$ cat src/rtl/margin_sampling_pkg.sv
// +----------------------------------------------------------------------------+
// | Module   : margin_sampling_pkg                                             |
// | Function : Shared widths and FSM encodings for the margin-sampling path.   |
// | Revision : 1.0                                                             |
// +----------------------------------------------------------------------------+
`default_nettype none

package margin_sampling_pkg;

    localparam int c_DATA_WIDTH_DEFAULT = 16;
    localparam int c_IDX_WIDTH_DEFAULT  = 16;

    typedef enum logic [1:0] {
        ST_IDLE    = 2'd0,
        ST_COLLECT = 2'd1,
        ST_DRAIN   = 2'd2
    } topk_state_t;

endpackage

`default_nettype wire

$ cat src/rtl/margin_topk_select_slot.sv
// +----------------------------------------------------------------------------+
// | Module   : topk_slot                                                       |
// | Function : One rank of the sorted top-K table: hold, shift or load new.    |
// | Revision : 1.0                                                             |
// +----------------------------------------------------------------------------+
`default_nettype none

module topk_slot #(
    parameter int DATA_WIDTH = 16,
    parameter int IDX_WIDTH  = 16
) (
    input  logic                  clk,
    input  logic                  rst_n,
    input  logic                  clear,
    input  logic                  insert,
    input  logic                  shift_up,
    input  logic [DATA_WIDTH-1:0] new_margin,
    input  logic [IDX_WIDTH-1:0]  new_index,
    input  logic                  above_beats,
    input  logic                  above_valid,
    input  logic [DATA_WIDTH-1:0] above_margin,
    input  logic [IDX_WIDTH-1:0]  above_index,
    input  logic                  below_valid,
    input  logic [DATA_WIDTH-1:0] below_margin,
    input  logic [IDX_WIDTH-1:0]  below_index,
    output logic                  valid,
    output logic [DATA_WIDTH-1:0] margin,
    output logic [IDX_WIDTH-1:0]  index,
    output logic                  beats
);

    logic                  r_valid;
    logic [DATA_WIDTH-1:0] r_margin;
    logic [IDX_WIDTH-1:0]  r_index;

    // Strict compare: an equal margin leaves the earlier sample in place.
    assign beats  = !r_valid || (new_margin < r_margin);
    assign valid  = r_valid;
    assign margin = r_margin;
    assign index  = r_index;

    always_ff @(posedge clk or negedge rst_n) begin
        if (!rst_n) begin
            r_valid  <= 1'b0;
            r_margin <= '0;
            r_index  <= '0;
        end else if (clear) begin
            r_valid  <= 1'b0;
        end else if (insert && beats) begin
            // If the slot above is also beaten, the new sample lands higher up.
            if (above_beats) begin
                r_valid  <= above_valid;
                r_margin <= above_margin;
                r_index  <= above_index;
            end else begin
                r_valid  <= 1'b1;
                r_margin <= new_margin;
                r_index  <= new_index;
            end
        end else if (shift_up) begin
            r_valid  <= below_valid;
            r_margin <= below_margin;
            r_index  <= below_index;
        end
    end

endmodule

`default_nettype wire

$ cat src/rtl/margin_topk_select.sv
// +----------------------------------------------------------------------------+
// | Module   : margin_topk_select                                              |
// | Function : Keeps the K smallest margins of a frame, drains them ascending. |
// | Revision : 1.0                                                             |
// +----------------------------------------------------------------------------+
`default_nettype none

module margin_topk_select
    import margin_sampling_pkg::*;
#(
    parameter int N_SAMPLES  = 512,
    parameter int K          = 4,
    parameter int DATA_WIDTH = c_DATA_WIDTH_DEFAULT,
    parameter int IDX_WIDTH  = c_IDX_WIDTH_DEFAULT
) (
    input  logic                  clk,
    input  logic                  rst_n,
    input  logic                  start,
    input  logic                  in_valid,
    input  logic [DATA_WIDTH-1:0] in_margin,
    input  logic [IDX_WIDTH-1:0]  in_index,
    output logic                  out_valid,
    input  logic                  out_ready,
    output logic [DATA_WIDTH-1:0] out_margin,
    output logic [IDX_WIDTH-1:0]  out_index,
    output logic                  out_last,
    output logic                  busy,
    output logic                  done
);

    localparam int c_CNT_W = $clog2(N_SAMPLES + 1);
    localparam int c_PTR_W = (K > 1) ? $clog2(K) : 1;
    localparam logic [c_CNT_W-1:0] c_CNT_LAST = c_CNT_W'(N_SAMPLES - 1);
    localparam logic [c_PTR_W-1:0] c_PTR_LAST = c_PTR_W'(K - 1);

    topk_state_t          r_state;
    topk_state_t          w_state_next;
    logic [c_CNT_W-1:0]   r_count;
    logic [c_PTR_W-1:0]   r_ptr;
    logic                 r_done;

    logic                 w_accept;
    logic                 w_frame_end;
    logic                 w_hs;
    logic                 w_last_hs;

    logic                  w_valid  [K];
    logic [DATA_WIDTH-1:0] w_margin [K];
    logic [IDX_WIDTH-1:0]  w_index  [K];
    logic                  w_beats  [K];

    assign w_accept    = (r_state == ST_COLLECT) && in_valid && !start;
    assign w_frame_end = w_accept && (r_count == c_CNT_LAST);
    assign w_hs        = (r_state == ST_DRAIN) && out_ready && !start;
    assign w_last_hs   = w_hs && (r_ptr == c_PTR_LAST);

    for (genvar i = 0; i < K; i++) begin : g_slot
        logic                  w_ab;
        logic                  w_av;
        logic [DATA_WIDTH-1:0] w_am;
        logic [IDX_WIDTH-1:0]  w_ai;
        logic                  w_bv;
        logic [DATA_WIDTH-1:0] w_bm;
        logic [IDX_WIDTH-1:0]  w_bi;

        if (i == 0) begin : g_head
            assign w_ab = 1'b0;
            assign w_av = 1'b0;
            assign w_am = '0;
            assign w_ai = '0;
        end else begin : g_above
            assign w_ab = w_beats[i-1];
            assign w_av = w_valid[i-1];
            assign w_am = w_margin[i-1];
            assign w_ai = w_index[i-1];
        end

        // The tail rank empties as the drain shifts entries toward rank 0.
        if (i == K - 1) begin : g_tail
            assign w_bv = 1'b0;
            assign w_bm = '0;
            assign w_bi = '0;
        end else begin : g_below
            assign w_bv = w_valid[i+1];
            assign w_bm = w_margin[i+1];
            assign w_bi = w_index[i+1];
        end

        topk_slot #(
            .DATA_WIDTH (DATA_WIDTH),
            .IDX_WIDTH  (IDX_WIDTH)
        ) u_slot (
            .clk          (clk),
            .rst_n        (rst_n),
            .clear        (start),
            .insert       (w_accept),
            .shift_up     (w_hs),
            .new_margin   (in_margin),
            .new_index    (in_index),
            .above_beats  (w_ab),
            .above_valid  (w_av),
            .above_margin (w_am),
            .above_index  (w_ai),
            .below_valid  (w_bv),
            .below_margin (w_bm),
            .below_index  (w_bi),
            .valid        (w_valid[i]),
            .margin       (w_margin[i]),
            .index        (w_index[i]),
            .beats        (w_beats[i])
        );
    end

    always_ff @(posedge clk or negedge rst_n) begin
        if (!rst_n) begin
            r_state <= ST_IDLE;
        end else begin
            r_state <= w_state_next;
        end
    end

    always_comb begin
        w_state_next = r_state;
        if (start) begin
            w_state_next = ST_COLLECT;
        end else begin
            case (r_state)
                ST_COLLECT: if (w_frame_end) w_state_next = ST_DRAIN;
                ST_DRAIN:   if (w_last_hs)   w_state_next = ST_IDLE;
                default:    w_state_next = r_state;
            endcase
        end
    end

    always_ff @(posedge clk or negedge rst_n) begin
        if (!rst_n) begin
            r_count <= '0;
            r_ptr   <= '0;
            r_done  <= 1'b0;
        end else begin
            r_done <= w_last_hs;
            if (start) begin
                r_count <= '0;
                r_ptr   <= '0;
            end else begin
                if (w_accept) begin
                    r_count <= r_count + 1'b1;
                end
                if (w_frame_end || w_last_hs) begin
                    r_ptr <= '0;
                end else if (w_hs) begin
                    r_ptr <= r_ptr + 1'b1;
                end
            end
        end
    end

    assign out_valid  = (r_state == ST_DRAIN);
    assign out_last   = (r_state == ST_DRAIN) && (r_ptr == c_PTR_LAST);
    assign out_margin = w_margin[0];
    assign out_index  = w_index[0];
    assign busy       = (r_state != ST_IDLE);
    assign done       = r_done;

endmodule

`default_nettype wire

$ cat config.mk
export PLATFORM = sky130hd
export DESIGN_NAME = margin_topk_select
export DESIGN_NICKNAME = d
export VERILOG_FILES = /design/src/rtl/margin_sampling_pkg.sv /design/src/rtl/margin_topk_select_slot.sv /design/src/rtl/margin_topk_select.sv
export SDC_FILE = /design/constraint.sdc
export NUM_CORES = 1
export LEC_CHECK = 0
export ABC_AREA = 1
export CAP_MARGIN = 30
export CORE_MARGIN = 2
export CORE_UTILIZATION = 25
export CTS_CLUSTER_DIAMETER = 200
export CTS_CLUSTER_SIZE = 12
export DETAILED_ROUTE_END_ITERATION = 12
export PLACE_DENSITY = 0.47
export SYNTH_ARGS = -nofsm -noshare
export SYNTH_HDL_FRONTEND = slang
export SYNTH_SLANG_ARGS = --single-unit
$ cat constraint.sdc
create_clock -name clk -period 2.35 [get_ports clk]
set_input_delay 0.47 -clock clk [delete_from_list [all_inputs] [get_ports clk]]
set_output_delay 0.47 -clock clk [all_outputs]
set_load 0.005 [all_outputs]
# Yosys cells after proc, flatten, opt, wreduce, memory -nomap -nowiden
# Index checks and enable logic that the tools add are counted.
# word_totals
register_bits,147
input_bits,37
output_inout_bits,36
word_cells,112
# op_classes
add_sub_neg,2
order_cmp,4
n_eq_ne,6
n_mux,45
bitwise_logic,1
reduce_logical,38
# op_table
op,count
$mux W16,21
$lt A16 B16 Y1,4
$mux W10,2
$reduce_bool A3 Y1,6
$mux W1,15
$mux W2,6
$reduce_bool A2 Y1,6
$logic_and A1 B1 Y1,11
$add A10 B1 Y10 const B,1
$eq A10 B9 Y1 const B,1
$reduce_and A2 Y1,4
$logic_not A1 Y1,5
$logic_or A1 B1 Y1,5
$eq A2 B2 Y1 const B,2
$pmux W2 S2,1
$ne A3 B2 Y1 const B,1
$ne A3 B3 Y1 const B,1
$reduce_and A3 Y1,1
$add A2 B1 Y2 const B,1
$eq A2 B1 Y1 const B,1
$not A1 Y1,1

# Depth between registers and ports, before layout
# logic_depth
ltp_word,7
ltp_mapped,17
depth_no_buf,16

# Hierarchy
# From an unflattened synthesis, not the netlist that was laid out.
# unflattened
hier_cells,1538
hier_area_um2,11004.3
# modules_own_cells
module,n_inst,cells_per_inst,area_per_inst_um2,seq_area_each_um2
topk_slot at g_slot[0].u_slot ...,3,359,2541.2,825.8
topk_slot at g_slot[3].u_slot,1,357,2537.4,825.8
margin_topk_select,1,104,843.3,375.4

# Worst setup path after synthesis
# Ideal clock, no wire load.
# synth_timing
path_type,in2reg
from,input port in_margin[13]
to,register g_slot[1].u_slot.r_index[0]
setup_time_ns,0.077
arrival_time_ns,1.880
required_time_ns,2.273
setup_slack_ns,0.392
stages,11
n_path_buf,1
path_cell_list,ha_1 > nand2_1 > inv_1 > o21ai_0 > nand2_1 > a21oi_1 > nand2_4 > a21oi_4 > buf_2 > nand2_1 > a21oi_1
# synth_via
elab_chain_cells,5
word_cells_on_any_way,9
cone_classes,order compare (2); mux (2); reduce/logical (5)
# synth_lines
element,line_no,source
from (decl),margin_topk_select.sv:20,"input logic [DATA_WIDTH-1:0] in_margin,"
$lt A16 B16 Y1,margin_topk_select_slot.sv:37,assign beats = !r_valid || (new_margin < r_margin);
$logic_or A1 B1 Y1,margin_topk_select_slot.sv:37,
$logic_and A1 B1 Y1,margin_topk_select_slot.sv:49,end else if (insert && beats) begin
$reduce_bool A2 Y1 (no line),n/a,
$reduce_and A2 Y1 (no line),n/a,
to (signal assigned),margin_topk_select_slot.sv:54,r_index <= above_index;
to (signal assigned),margin_topk_select_slot.sv:58,r_index <= new_index;
to (signal assigned),margin_topk_select_slot.sv:63,r_index <= below_index;
to (decl),margin_topk_select_slot.sv:34,logic [IDX_WIDTH-1:0] r_index;
# Parallel ways exist; a longest one is shown, timed or not.
# A chain may end at the register's enable or synchronous reset.

# Worst setup path in the final report
# layout_timing
from,input port in_margin[12]
to,register g_slot[0].u_slot.r_margin[8]
# layout_via
elab_chain_cells,5
word_cells_on_any_way,6
cone_classes,order compare (1); mux (1); reduce/logical (4)
# layout_lines
element,line_no,source
$lt A16 B16 Y1 (*),margin_topk_select_slot.sv:37,
$logic_or A1 B1 Y1 (*),margin_topk_select_slot.sv:37,
$logic_and A1 B1 Y1 (*),margin_topk_select_slot.sv:49,
$reduce_bool A2 Y1 (no line),n/a,
$reduce_and A2 Y1 (no line),n/a,
to (signal assigned),margin_topk_select_slot.sv:53,r_margin <= above_margin;
to (signal assigned),margin_topk_select_slot.sv:57,r_margin <= new_margin;
to (signal assigned),margin_topk_select_slot.sv:62,r_margin <= below_margin;
to (decl),margin_topk_select_slot.sv:33,logic [DATA_WIDTH-1:0] r_margin;
# Mark *: on every way between the ends. The rest lies on a longest branch, timed or not.

==> run summary <==
Reg2Reg Setup Slack: 0.12 ns
routed vias: 9,272
Startpoint Class: primary input
worst slack, placed: -0.571 ns
starting density of the core: 25.2%
I/O pin count: 73
hpwl dp: 22.0 mm
xor-xnor portion of the synthesized cell area: 0%
endpoint class of the critical path: register
worst r2r dst: g_slot[0].u_slot.index[12]
Area Growth Syn to Fin: 32.6%
Mapped Area: 9430 um2
Fillers: 4,002
layout cell share with drive strength beyond 1: 12.4%
initial DRC count: 650
worst setup margin: 0.0895 ns
final setup fails: 0
FMAX: 442 MHz
Synth Register Bits: 147
GRT overflow: 0
Unique masters post-synth: 27
Mapped Cells: 1,345
worst hold-check path type: in2reg
initial antenna violation count: 0
Antenna Cells: 0
Port Buffer Count: 72
cell area power density: 847 nW/um2
Syn Area/Cell: 7.01 um2
Crit. Startpoint: in_margin[12]
worst slew pin tran: 0.588 ns
CTS max path bufs: 2
worst skew pair latency: 0.44 ns
Hold Path Origin: in_margin[2]
Worst path top cell family by delay: buffers and inverters
clock skew: 0.0152 ns
largest net degree at the start of global routing: 43
drt wl/cell: 16.5 um
placed instance count: 1,944
overall routing resource usage: 16.9%
critical-path cell with the highest stage delay: clkdlybuf4s50_1
Net Count, Synth: 1,444
Max stage delay on crit path: 0.42 ns
Final min period: 2.26 ns
fin nets: 1,565
Hold Violations, Final: 0
Leak: 6.24 nW
# clock sinks: 147
register area share after synthesis: 39.0%
ANT nets after route: 0
fin. max-slew vios: 0
routed wire length: 32.8 mm
H-tree depth: 4
CTS clk-pin slew, worst paths: 0.07 ns
vias in the first global route: 9,021
most frequent cells in the layout: 404 x nand2_1, 160 x nand3_1, 147 x dfrtp_1
slew margin rel.: 60.8%
commonest non-fill, non-tap cell in the layout: nand2_1
core area: 37,400 um2
Worst Path Buf+Inv: 5
first-pass GRT wire length: 51.2 mm
hold endpoint: g_slot[0].u_slot.margin[2]
final worst path period share: 96.2%
Max VDD drop: 0.000605 V
row cnt: 71
FF-to-FF Start: g_slot[0].u_slot.margin[15]
Synth Area in Adders: 8.22%
# DRC: 0
Setup TNS: 0 ns
CP max FO: 13
max-cap violations: 0
R2R cell count: 14
GP Congestion: 0.794
Setup CP Type: in2reg
worst path cell trace: clkdlybuf4s50_1, buf_6, ha_1, a21oi_2, o21ai_0, a21oi_1, nand2_2, nand2_4, nand2_8, inv_4, buf_12, nand2_1, o21ai_1, inv_1
Initial DRT Pass Iterations: 5
CTS tree: yes
Synth warnings: 0
via/cell ratio: 4.66
CP Data Arrival Time: 2.58 ns
final non-filler cell total: 1,990
multiplexer area fraction after synthesis: 0%
total power: 10.6 mW
outcome: complete, no violations
fin util: 33.4%
Synth Area in Compound Gates: 13.1%
die area: 39,300 um2
clock root buffer: clkbuf_16
largest family of logic cells by synthesized area: simple AND/OR/NAND/NOR gates
post-synthesis simple-gate area fraction: 30.5%
hold path cells: 4
Required @ worst endpoint: 2.67 ns
Die Width: 198 um
Num CTS Buffers: 17
Die Span Y: 198 um
==> worst reg2reg max path, delay by kind of cell (launching register included) <==
kind | cells | cell delay (ns)
simple gates | 9 | 1.12
fa+ha+maj | 1 | 0.30
buf+inv | 4 | 0.33
flops | 1 | 0.35
==> worst max path at each step <==
stage	slack, ns	end	cells past startpoint
after global routing	-0.009	g_slot[0].u_slot.index[6]	14
final	0.09	g_slot[0].u_slot.margin[8]	14
after floorplan	0.39	g_slot[1].u_slot.index[0]	11
after CTS	0.005	g_slot[2].u_slot.index[6]	14
after detailed placement	-0.57	g_slot[0].u_slot.margin[2]	14
after global placement	-0.55	g_slot[0].u_slot.index[12]	14
==> routing by layer <==
| metal | routed length, um | up-vias | global-route usage (%) |
|---|---|---|---|
| met5 | 0 | - | 0 |
| met4 | 473 | 0 | 4.51 |
| met3 | 1410 | 31 | 2.79 |
| met2 | 14900 | 233 | 27.3 |
| met1 | 16000 | 4391 | 23.3 |
| li1 | - | 4617 | - |
==> synth_stat cells <==
library cell,n,area (um2)
a21oi_1,87,435
o22ai_1,1,6.26
o221ai_1,1,8.76
inv_2,7,26.3
o21a_1,2,15.0
nor3_1,9,45.0
nand3_1,163,816
o21ai_1,29,145
nor2_4,1,11.3
o21ai_0,110,551
ha_1,62,776
nand2_1,411,1540
nand2_2,7,43.8
o31ai_1,1,7.51
o211ai_1,6,45.0
a21oi_4,1,16.3
inv_1,123,462
buf_1,3,11.3
clkbuf_1,19,71.3
nand4_1,2,12.5
nor2_1,94,353
buf_4,12,90.1
a221oi_1,1,8.76
or2_2,1,6.26
nand2_4,4,45.0
dfrtp_1,147,3680
buf_2,41,205
==> per-stage QoR <==
stage	area, um2	hold WS [ns]
2_1_floorplan	9430	0.174
4_1_cts	12200	0.496
3_3_place_gp	11400	0.446
6_report	12500	0.437
3_5_place_dp	11400	0.448
5_1_grt	12500	0.461
==> logic make-up (layout without fill, tap and decap cells) <==
group,after synthesis,after routing
simple gates,692,692
compound gates,239,239
buf+inv,205,339
flops,147,147
fa+ha+maj,62,62
==> cell type report <==
type | count | area [um2] | area share [%]
sequential | 147 | 3680 | 29.4
clock inverter | 15 | 186 | 1.49
timing repair buffer | 177 | 2010 | 16.1
multi-input combinational | 993 | 5060 | 40.5
clock buffer | 17 | 425 | 3.40
tap | 511 | 639 | 5.11
inverter | 130 | 500 | 4.00
==> flip-flops by register name, indices dropped and copies added, names as in the netlist <==
register / count
r_count: 10
g_slot.u_slot.margin: 64
r_ptr: 2
done: 1
g_slot.u_slot.valid: 4
g_slot.u_slot.index: 64
r_state: 2
==> report_power, final <==
group / switching (mW) / internal [mW] / leakage (nW)
Sequential: 0.525 / 3.16 / 1.77
Combinational: 2.29 / 1.70 / 4.17
Clock: 1.30 / 1.62 / 0.299
Total: 4.12 / 6.47 / 6.24
==> what timing repair did <==
item / CTS / global route
gates resized for setup: 13 / 53
cloned: 1 / 4
hold endpoints to repair: 37 / 0
setup endpoints to repair: 72 / 131
pin swaps: 3 / 12
buffers inserted: 2 / 6
hold buffers: 1 / 0
Power figures use the tool's default switching activity.
